$ cat config.mk
export PLATFORM = sky130hd
export DESIGN_NAME = bus_cycle_ctrl
export DESIGN_NICKNAME = d
export VERILOG_FILES = /design/src/rtl/bus_pkg.sv /design/src/rtl/bus_wait_timer.sv /design/src/rtl/bus_cycle_ctrl.sv
export SDC_FILE = /design/constraint.sdc
export NUM_CORES = 1
export LEC_CHECK = 0
export BUFFER_PORTS_ARGS = -buffer_cell sky130_fd_sc_hd__buf_2
export CAP_MARGIN = 20
export CORE_UTILIZATION = 35
export CTS_CLUSTER_DIAMETER = 120
export DETAILED_ROUTE_END_ITERATION = 7
export PLACE_DENSITY = 0.61
export SETUP_SLACK_MARGIN = 0.5
export SYNTH_ARGS = -nofsm -noshare
export SYNTH_HDL_FRONTEND = slang
export SYNTH_HIERARCHICAL = 1
export SYNTH_SLANG_ARGS = --single-unit
$ cat constraint.sdc
create_clock -name phi1 -period 2.7 [get_ports phi1]
set_clock_uncertainty 0.1 [all_clocks]
set_input_delay 0.54 -clock phi1 [delete_from_list [all_inputs] [get_ports phi1]]
set_output_delay 0.54 -clock phi1 [all_outputs]
set_load 0.005 [all_outputs]
$ cat src/rtl/bus_pkg.sv
// Shared types and encodings for the 8085 bus cycle controller.
// Status and T-state codes match the pin-level and decoder conventions.
package bus_pkg;

    typedef enum logic [2:0] {
        CYC_FETCH = 3'd0,
        CYC_MRD   = 3'd1,
        CYC_MWR   = 3'd2,
        CYC_IORD  = 3'd3,
        CYC_IOWR  = 3'd4,
        CYC_INTA  = 3'd5
    } cyc_type_e;

    typedef enum logic [3:0] {
        ST_IDLE,
        ST_T1,
        ST_T2,
        ST_TW,
        ST_T3,
        ST_T4,
        ST_T5,
        ST_T6,
        ST_HOLD
    } bus_state_e;

    localparam logic [2:0] STAT_FETCH = 3'b011;
    localparam logic [2:0] STAT_MRD   = 3'b010;
    localparam logic [2:0] STAT_MWR   = 3'b001;
    localparam logic [2:0] STAT_IORD  = 3'b110;
    localparam logic [2:0] STAT_IOWR  = 3'b101;
    localparam logic [2:0] STAT_INTA  = 3'b111;

    localparam logic [6:0] TS_T1     = 7'b1000000;
    localparam logic [6:0] TS_T2     = 7'b0100000;
    localparam logic [6:0] TS_T3     = 7'b0010000;
    localparam logic [6:0] TS_T4     = 7'b0001000;
    localparam logic [6:0] TS_T5     = 7'b0000100;
    localparam logic [6:0] TS_T6     = 7'b0000010;
    localparam logic [6:0] TS_TRESET = 7'b0000001;

    function automatic logic [2:0] cyc_status(cyc_type_e t);
        logic [2:0] s;
        case (t)
            CYC_FETCH: s = STAT_FETCH;
            CYC_MRD:   s = STAT_MRD;
            CYC_MWR:   s = STAT_MWR;
            CYC_IORD:  s = STAT_IORD;
            CYC_IOWR:  s = STAT_IOWR;
            CYC_INTA:  s = STAT_INTA;
            default:   s = STAT_FETCH;
        endcase
        return s;
    endfunction

    function automatic logic is_read(cyc_type_e t);
        return (t == CYC_FETCH) || (t == CYC_MRD) ||
               (t == CYC_IORD) || (t == CYC_INTA);
    endfunction

    function automatic logic is_fetch_like(cyc_type_e t);
        return (t == CYC_FETCH) || (t == CYC_INTA);
    endfunction

    function automatic logic [6:0] tstate_code(bus_state_e s);
        logic [6:0] c;
        case (s)
            ST_T1:   c = TS_T1;
            ST_T2:   c = TS_T2;
            ST_T3:   c = TS_T3;
            ST_T4:   c = TS_T4;
            ST_T5:   c = TS_T5;
            ST_T6:   c = TS_T6;
            default: c = TS_TRESET;
        endcase
        return c;
    endfunction

endpackage

$ cat src/rtl/bus_wait_timer.sv
// Counts consecutive wait states and flags when the wait limit is reached.
// A limit of zero disables the forced termination.
module bus_wait_timer
    import bus_pkg::*;
#(
    parameter int MAX_WAIT = 15,
    parameter int WCNT_W   = 4
) (
    input  logic clk_i,
    input  logic rst_ni,
    input  logic clr_i,
    input  logic inc_i,
    output logic at_max_o
);

    logic [WCNT_W-1:0] wcnt_q, wcnt_d;

    always_comb begin
        wcnt_d = wcnt_q;
        if (clr_i) begin
            wcnt_d = '0;
        end else if (inc_i) begin
            wcnt_d = wcnt_q + 1'b1;
        end
    end

    always_ff @(posedge clk_i or negedge rst_ni) begin
        if (!rst_ni) begin
            wcnt_q <= '0;
        end else begin
            wcnt_q <= wcnt_d;
        end
    end

    assign at_max_o = (MAX_WAIT != 0) &&
                      (wcnt_q == WCNT_W'(MAX_WAIT));

endmodule

$ cat src/rtl/bus_cycle_ctrl.sv
// 8085 external bus machine-cycle sequencer: strobes, status, AD mux,
// READY wait states and HOLD/HLDA arbitration.
module bus_cycle_ctrl
    import bus_pkg::*;
#(
    parameter int MAX_WAIT = 15,
    parameter int WCNT_W   = 4
) (
    input  logic        phi1,
    input  logic        resetn,
    input  logic        cyc_req,
    input  logic [2:0]  cyc_type,
    input  logic        cyc_long,
    input  logic [15:0] cyc_addr,
    input  logic [7:0]  cyc_wdata,
    output logic        cyc_ack,
    output logic        cyc_done,
    output logic        cyc_err,
    output logic [7:0]  rdata,
    output logic [6:0]  tstate,
    output logic [7:0]  ad_out,
    output logic        ad_oe,
    input  logic [7:0]  ad_in,
    output logic [7:0]  a_hi,
    output logic        addr_oe,
    output logic        ALE,
    output logic        RDn,
    output logic        WRn,
    output logic        IOMn,
    output logic        S1,
    output logic        S0,
    output logic        ctl_oe,
    input  logic        READY,
    input  logic        HOLD,
    output logic        HLDA
);

    bus_state_e state_q, state_d;

    cyc_type_e   type_q, type_n;
    logic        long_q, long_n;
    logic [15:0] addr_q, addr_n;
    logic [7:0]  wdata_q, wdata_n;

    logic boundary, req_ok, ack, bad;
    logic tmo_hit, wait_inc, at_max, tmo_q;

    logic       ale_q, rdn_q, wrn_q;
    logic [2:0] stat_q;
    logic [7:0] ad_out_q, a_hi_q, rdata_q;
    logic       ad_oe_q, addr_oe_q, ctl_oe_q;
    logic       hlda_q, done_q, err_q;
    logic [6:0] tstate_q;

    assign req_ok = (cyc_type <= 3'd5);

    always_comb begin
        boundary = 1'b0;
        unique case (state_q)
            ST_IDLE: boundary = 1'b1;
            ST_T3:   boundary = !is_fetch_like(type_q);
            ST_T4:   boundary = !long_q;
            ST_T6:   boundary = 1'b1;
            default: boundary = 1'b0;
        endcase
    end

    always_comb begin
        state_d  = state_q;
        ack      = 1'b0;
        bad      = 1'b0;
        tmo_hit  = 1'b0;
        wait_inc = 1'b0;
        if (boundary) begin
            if (HOLD) begin
                state_d = ST_HOLD;
            end else if (cyc_req && req_ok) begin
                ack     = 1'b1;
                state_d = ST_T1;
            end else begin
                bad     = cyc_req;
                state_d = ST_IDLE;
            end
        end else begin
            unique case (state_q)
                ST_T1: state_d = ST_T2;
                ST_T2, ST_TW: begin
                    if (state_q == ST_TW && at_max) begin
                        state_d = ST_T3;
                        tmo_hit = 1'b1;
                    end else if (READY) begin
                        state_d = ST_T3;
                    end else begin
                        state_d  = ST_TW;
                        wait_inc = 1'b1;
                    end
                end
                ST_T3:   state_d = ST_T4;
                ST_T4:   state_d = ST_T5;
                ST_T5:   state_d = ST_T6;
                ST_HOLD: state_d = HOLD ? ST_HOLD : ST_IDLE;
                default: state_d = ST_IDLE;
            endcase
        end
    end

    // Outputs for the entered state are built from the freshly latched request.
    assign type_n  = ack ? cyc_type_e'(cyc_type) : type_q;
    assign long_n  = ack ? cyc_long  : long_q;
    assign addr_n  = ack ? cyc_addr  : addr_q;
    assign wdata_n = ack ? cyc_wdata : wdata_q;

    bus_wait_timer #(
        .MAX_WAIT (MAX_WAIT),
        .WCNT_W   (WCNT_W)
    ) u_wait (
        .clk_i    (phi1),
        .rst_ni   (resetn),
        .clr_i    (state_d == ST_T1),
        .inc_i    (wait_inc),
        .at_max_o (at_max)
    );

    always_ff @(posedge phi1 or negedge resetn) begin
        if (!resetn) begin
            state_q   <= ST_IDLE;
            type_q    <= CYC_FETCH;
            long_q    <= 1'b0;
            addr_q    <= '0;
            wdata_q   <= '0;
            tmo_q     <= 1'b0;
            ale_q     <= 1'b0;
            rdn_q     <= 1'b1;
            wrn_q     <= 1'b1;
            stat_q    <= 3'b000;
            ad_out_q  <= '0;
            ad_oe_q   <= 1'b0;
            a_hi_q    <= '0;
            addr_oe_q <= 1'b0;
            ctl_oe_q  <= 1'b0;
            hlda_q    <= 1'b0;
            done_q    <= 1'b0;
            err_q     <= 1'b0;
            rdata_q   <= '0;
            tstate_q  <= TS_TRESET;
        end else begin
            state_q  <= state_d;
            type_q   <= type_n;
            long_q   <= long_n;
            addr_q   <= addr_n;
            wdata_q  <= wdata_n;
            tstate_q <= tstate_code(state_d);
            hlda_q   <= (state_d == ST_HOLD);
            ctl_oe_q <= (state_d != ST_HOLD);
            done_q   <= (state_q == ST_T3);
            err_q    <= bad || (state_q == ST_T3 && tmo_q);
            if (state_q == ST_T3 && is_read(type_q)) begin
                rdata_q <= ad_in;
            end
            if (state_d == ST_T1) begin
                tmo_q <= 1'b0;
            end else if (tmo_hit) begin
                tmo_q <= 1'b1;
            end
            ale_q     <= (state_d == ST_T1);
            rdn_q     <= 1'b1;
            wrn_q     <= 1'b1;
            ad_oe_q   <= 1'b0;
            addr_oe_q <= 1'b0;
            unique case (state_d)
                ST_T1: begin
                    ad_out_q  <= addr_n[7:0];
                    ad_oe_q   <= 1'b1;
                    a_hi_q    <= addr_n[15:8];
                    addr_oe_q <= 1'b1;
                    stat_q    <= cyc_status(type_n);
                end
                ST_T2, ST_TW, ST_T3: begin
                    addr_oe_q <= 1'b1;
                    if (is_read(type_n)) begin
                        rdn_q <= 1'b0;
                    end else begin
                        wrn_q    <= 1'b0;
                        ad_out_q <= wdata_n;
                        ad_oe_q  <= 1'b1;
                    end
                end
                ST_T4, ST_T5, ST_T6: addr_oe_q <= 1'b1;
                default: ;
            endcase
        end
    end

    assign cyc_ack  = ack;
    assign cyc_done = done_q;
    assign cyc_err  = err_q;
    assign rdata    = rdata_q;
    assign tstate   = tstate_q;
    assign ad_out   = ad_out_q;
    assign ad_oe    = ad_oe_q;
    assign a_hi     = a_hi_q;
    assign addr_oe  = addr_oe_q;
    assign ALE      = ale_q;
    assign RDn      = rdn_q;
    assign WRn      = wrn_q;
    assign IOMn     = stat_q[2];
    assign S1       = stat_q[1];
    assign S0       = stat_q[0];
    assign ctl_oe   = ctl_oe_q;
    assign HLDA     = hlda_q;

endmodule

==> run_results.csv <==
group,metric,value,unit
hold_path,min_path_type,"input pin to asynchronous set/reset pin",
critical_path,timing.setup.critical_path_class,"input pin to output port",
critical_path,path_buf_inv,2,
global_route,grt_util_all_layers,14.5,%
sta,rsz0062_at_grt,"no",
global_route,grt_pass1_vias,1904,
critical_path,r2r_setup_slack,0.64,ns
drt,drt_drc_violations_left,0,
clock_network,h_tree_levels,3,
floorplanning,pin_count,85,
clock_network,tritoncts_clock_tree,"done",
drt,vias,1971,
power_and_ir_drop,power.leakage,1.81,nW
drt,route.antenna.remaining_nets,0,
sta,setup-tns-final,0,ns
drt,drt-vias-per-instance,4.59,
clock_network,worst_skew_pair.late_latency,0.34,ns
sta,timing.fmax,457,MHz
place,numPlacedInstances,402,
global_route,grt_pass1_wl,9.20,mm
cells_and_area,layout.filler_cells,711,
critical_path,timing.critical_path.cells,"buf_2 > nor2b_1 > nand3_1 > o22ai_2 > buf_2",
floorplanning,floorplan.initialDensity,36.9,%
synth,synth-adder-area-share,0.824,%
floorplanning,chipHeight,90.4,um
cells_and_area,instances_no_fill,429,
floorplanning,fp-row-count,31,
clock_network,cts_max_path_buffers,2,
synth,synth_compound_area_share,9.62,%
synth,share_of_flip_flops_with_an_asynchronous_set_or_reset_after_synthesis,100,%
synth,synthMuxAreaShare,12.9,%
synth,synth_xor_xnor_area_share,0.641,%
cells_and_area,num_antenna_cells,0,
drt,drt_first_iter_violations,34,
synth,synth_flop_cell,"dfrtp_1",
synth,synthesis.nets,270,
synth,yosys.area_share.simple,12.0,%
critical_path,critPathCaptureType,"output port",
critical_path,worst_path_max_delay_cell,"nor2b_1",
place,place_ws,0.524,ns
cells_and_area,fin_nets,367,
cells_and_area,highest_count_cells_in_the_layout_ignoring_fill_and_taps,"84 x buf_2, 57 x dfrtp_1, 24 x o21ai_0, 21 x nand2_1, 15 x inv_1",
clock_network,root_cell_of_the_clock_tree,"clkbuf_8",
synth,synthesis.area_per_instance,12.0,um^2
critical_path,worst_setup_path_start_kind,"input pin",
sta,finalWorstSetupSlack,0.511,ns
synth,ys_seq_elements,64,
critical_path,r2r-start,"state_q[1]",
power_and_ir_drop,vdd.ir_drop.worst,0.000353,V
synth,number_of_warnings_issued_by_yosys,6,
critical_path,crit_path_max_fanout,3,
clock_network,cts_buffers,9,
synth,syn_inst,228,
power_and_ir_drop,power,0.00282,W
global_route,pin_count_of_the_biggest_net_entering_global_routing,62,
synth,dominant_combinational_cell_family_by_area_after_synthesis,"multiplexers",
clock_network,ctsHoldBuffers,0,
drt,detailedRoute.firstPassIterationCount,4,
sta,relSlewSlack,60.6,%
sta,finalHoldViolCount,0,
cells_and_area,final_area,3560,um^2
floorplanning,die_x,90.4,um
flow_run,count_of_maximum_capacitance_violations,0,
global_route,globalRouteOverflowTotal,0,
place,dpl-instance-area,3240,um^2
sta,setup_viol_count_final,0,
critical_path,timing.critical_path.required,2.06,ns
synth,synth_cell_type_count,46,
floorplanning,design.die.area,8160,um^2
critical_path,worst-r2r-cell-count,8,
synth,synth_enable_flop_cells,0,
outcome,status,"finished clean",
place,detailed_place_hpwl,3.75,mm
cells_and_area,post_route_cells_drive_above_1_share,46.4,%
cells_and_area,commonest_non_fill_non_tap_cell_in_the_layout,"buf_2",
floorplanning,core_region_area,7410,um^2
sta,finalCritPeriodShare,81.1,%
sta,timing_max_transition_violations_final,0,
critical_path,cp_slowest_stage_delay,0.33,ns
place,io_buffer_count,84,
critical_path,critical_path.reg2reg.endpoint,"wdata_q[7]",
clock_network,numClockSinks,64,
global_route,antenna_violations_before_repair,0,
sta,timing.final.crit_period,2.19,ns
critical_path,crit_arrival,1.55,ns
critical_path,crit_family,"simple AND/OR/NAND/NOR gates",
clock_network,cts.clk_slew.worst_paths,0.07,ns
synth,synth.cell_area,2730,um^2
power_and_ir_drop,pwr_density_cell,792,nW/um^2
critical_path,crit_path_frequent_cell,"buf_2",
synth,yosysSeqAreaShare,58.7,%
cells_and_area,areaGrowthSynthToFinish,30.1,%
place,place.gp.congestion,0.751,
drt,routed_wire_length_per_instance,13.2,um
sta,tightest_slew,0.591,ns
drt,drt-total-wl,5.66,mm
==> kinds of logic (layout without fill, tap and decap cells) <==
family / count (synthesis) / after routing
AO/OA/AOI/OAI: 42 / 42
buffers and inverters: 28 / 130
adder cells (fa/ha/maj): 2 / 2
flip-flops: 64 / 64
XOR/XNOR: 2 / 2
AND/OR/NAND/NOR: 61 / 61
multiplexers: 29 / 29
==> Yosys cell counts, types with 3 or more instances <==
| cell type | count | area, um^2 |
|---|---|---|
| mux2_2 | 10 | 113 |
| a31oi_1 | 3 | 18.8 |
| nor3_1 | 3 | 15.0 |
| nand2b_1 | 4 | 25.0 |
| mux2_4 | 10 | 150 |
| dfstp_2 | 3 | 78.8 |
| a21oi_1 | 6 | 30.0 |
| o21ai_0 | 24 | 120 |
| nand2_1 | 21 | 78.8 |
| dfrtp_1 | 61 | 1530 |
| nor2_1 | 10 | 37.5 |
| nand3_1 | 5 | 25.0 |
| inv_1 | 16 | 60.1 |
| mux2i_1 | 9 | 90.1 |
| buf_2 | 5 | 25.0 |
| nor2b_1 | 4 | 25.0 |
==> state kept, by name, summed over array words and instances (netlist names) <==
name           cells
state_q            4
RDn                1
tstate             7
ad_out             8
stat_q             3
a_hi               8
long_q             1
cyc_err            1
ALE                1
type_q             3
wdata_q            8
rdata              8
HLDA               1
ad_oe              1
ctl_oe             1
tmo_q              1
addr_oe            1
cyc_done           1
WRn                1
u_wait/wcnt_q      4
==> per-stage QoR <==
stage               hold slack, ns  utilization [%]
global route                 0.139             48.0
CTS                          0.112             47.1
global placement             0.384             43.7
detailed placement           0.391             43.7
finish                       0.104             48.0
floorplan                    0.144                -
==> timing repair <==
item | in CTS | in global routing
setup endpoints to repair | 1 | 1
pin swaps | 1 | 5
buffers inserted | 4 | 7
gates resized for setup | 7 | 3
==> per-layer routing <==
layer / part of all wire (%) / track usage (%) / vias up
li1: - / - / 966
met1: 46 / 18.5 / 928
met2: 47 / 22.6 / 69
met3: 5.6 / 3.54 / 8
met4: 1.8 / 8.06 / 0
met5: 0 / 0 / -
==> area by class of cell <==
class,count,area [um^2],area share (%)
multi-input combinational,136,1010,28.3
clock inverter,5,55.1,1.55
tap,99,124,3.48
clock buffer,11,151,4.26
sequential,64,1610,45.3
timing repair buffer,97,543,15.3
inverter,17,66.3,1.86
==> worst register-to-register path, stage by stage (launching register included) <==
cell	delay, ns
dfrtp_2	0.45
nor2_4	0.15
nand3_4	0.09
inv_4	0.09
nand3_4	0.07
buf_4	0.16
o22ai_4	0.17
buf_12	0.29
mux2_2	0.39
==> power by group <==
group / leakage (nW) / switching (W) / total (W) / internal, W
sequential: 0.801 / 0.000133 / 0.00133 / 0.00120
combinational: 0.908 / 0.000300 / 0.000646 / 0.000346
clock: 0.101 / 0.000368 / 0.000841 / 0.000473
==> worst max-delay path by stage <==
| stage | from | endpoint | slack, ns | depth (start not counted) |
|---|---|---|---|---|
| 2_1_floorplan | cyc_req | u_wait/wcnt_q[3] | 0.73 | 6 |
| 3_3_place_gp | HOLD | long_q | 0.55 | 6 |
| 3_5_place_dp | HOLD | wdata_q[7] | 0.52 | 6 |
| 4_1_cts | state_q[3] | cyc_ack | 0.51 | 6 |
| 5_1_grt | HOLD | cyc_ack | 0.45 | 5 |
| 6_report | HOLD | cyc_ack | 0.51 | 5 |
(Power assumes the default switching activity.)
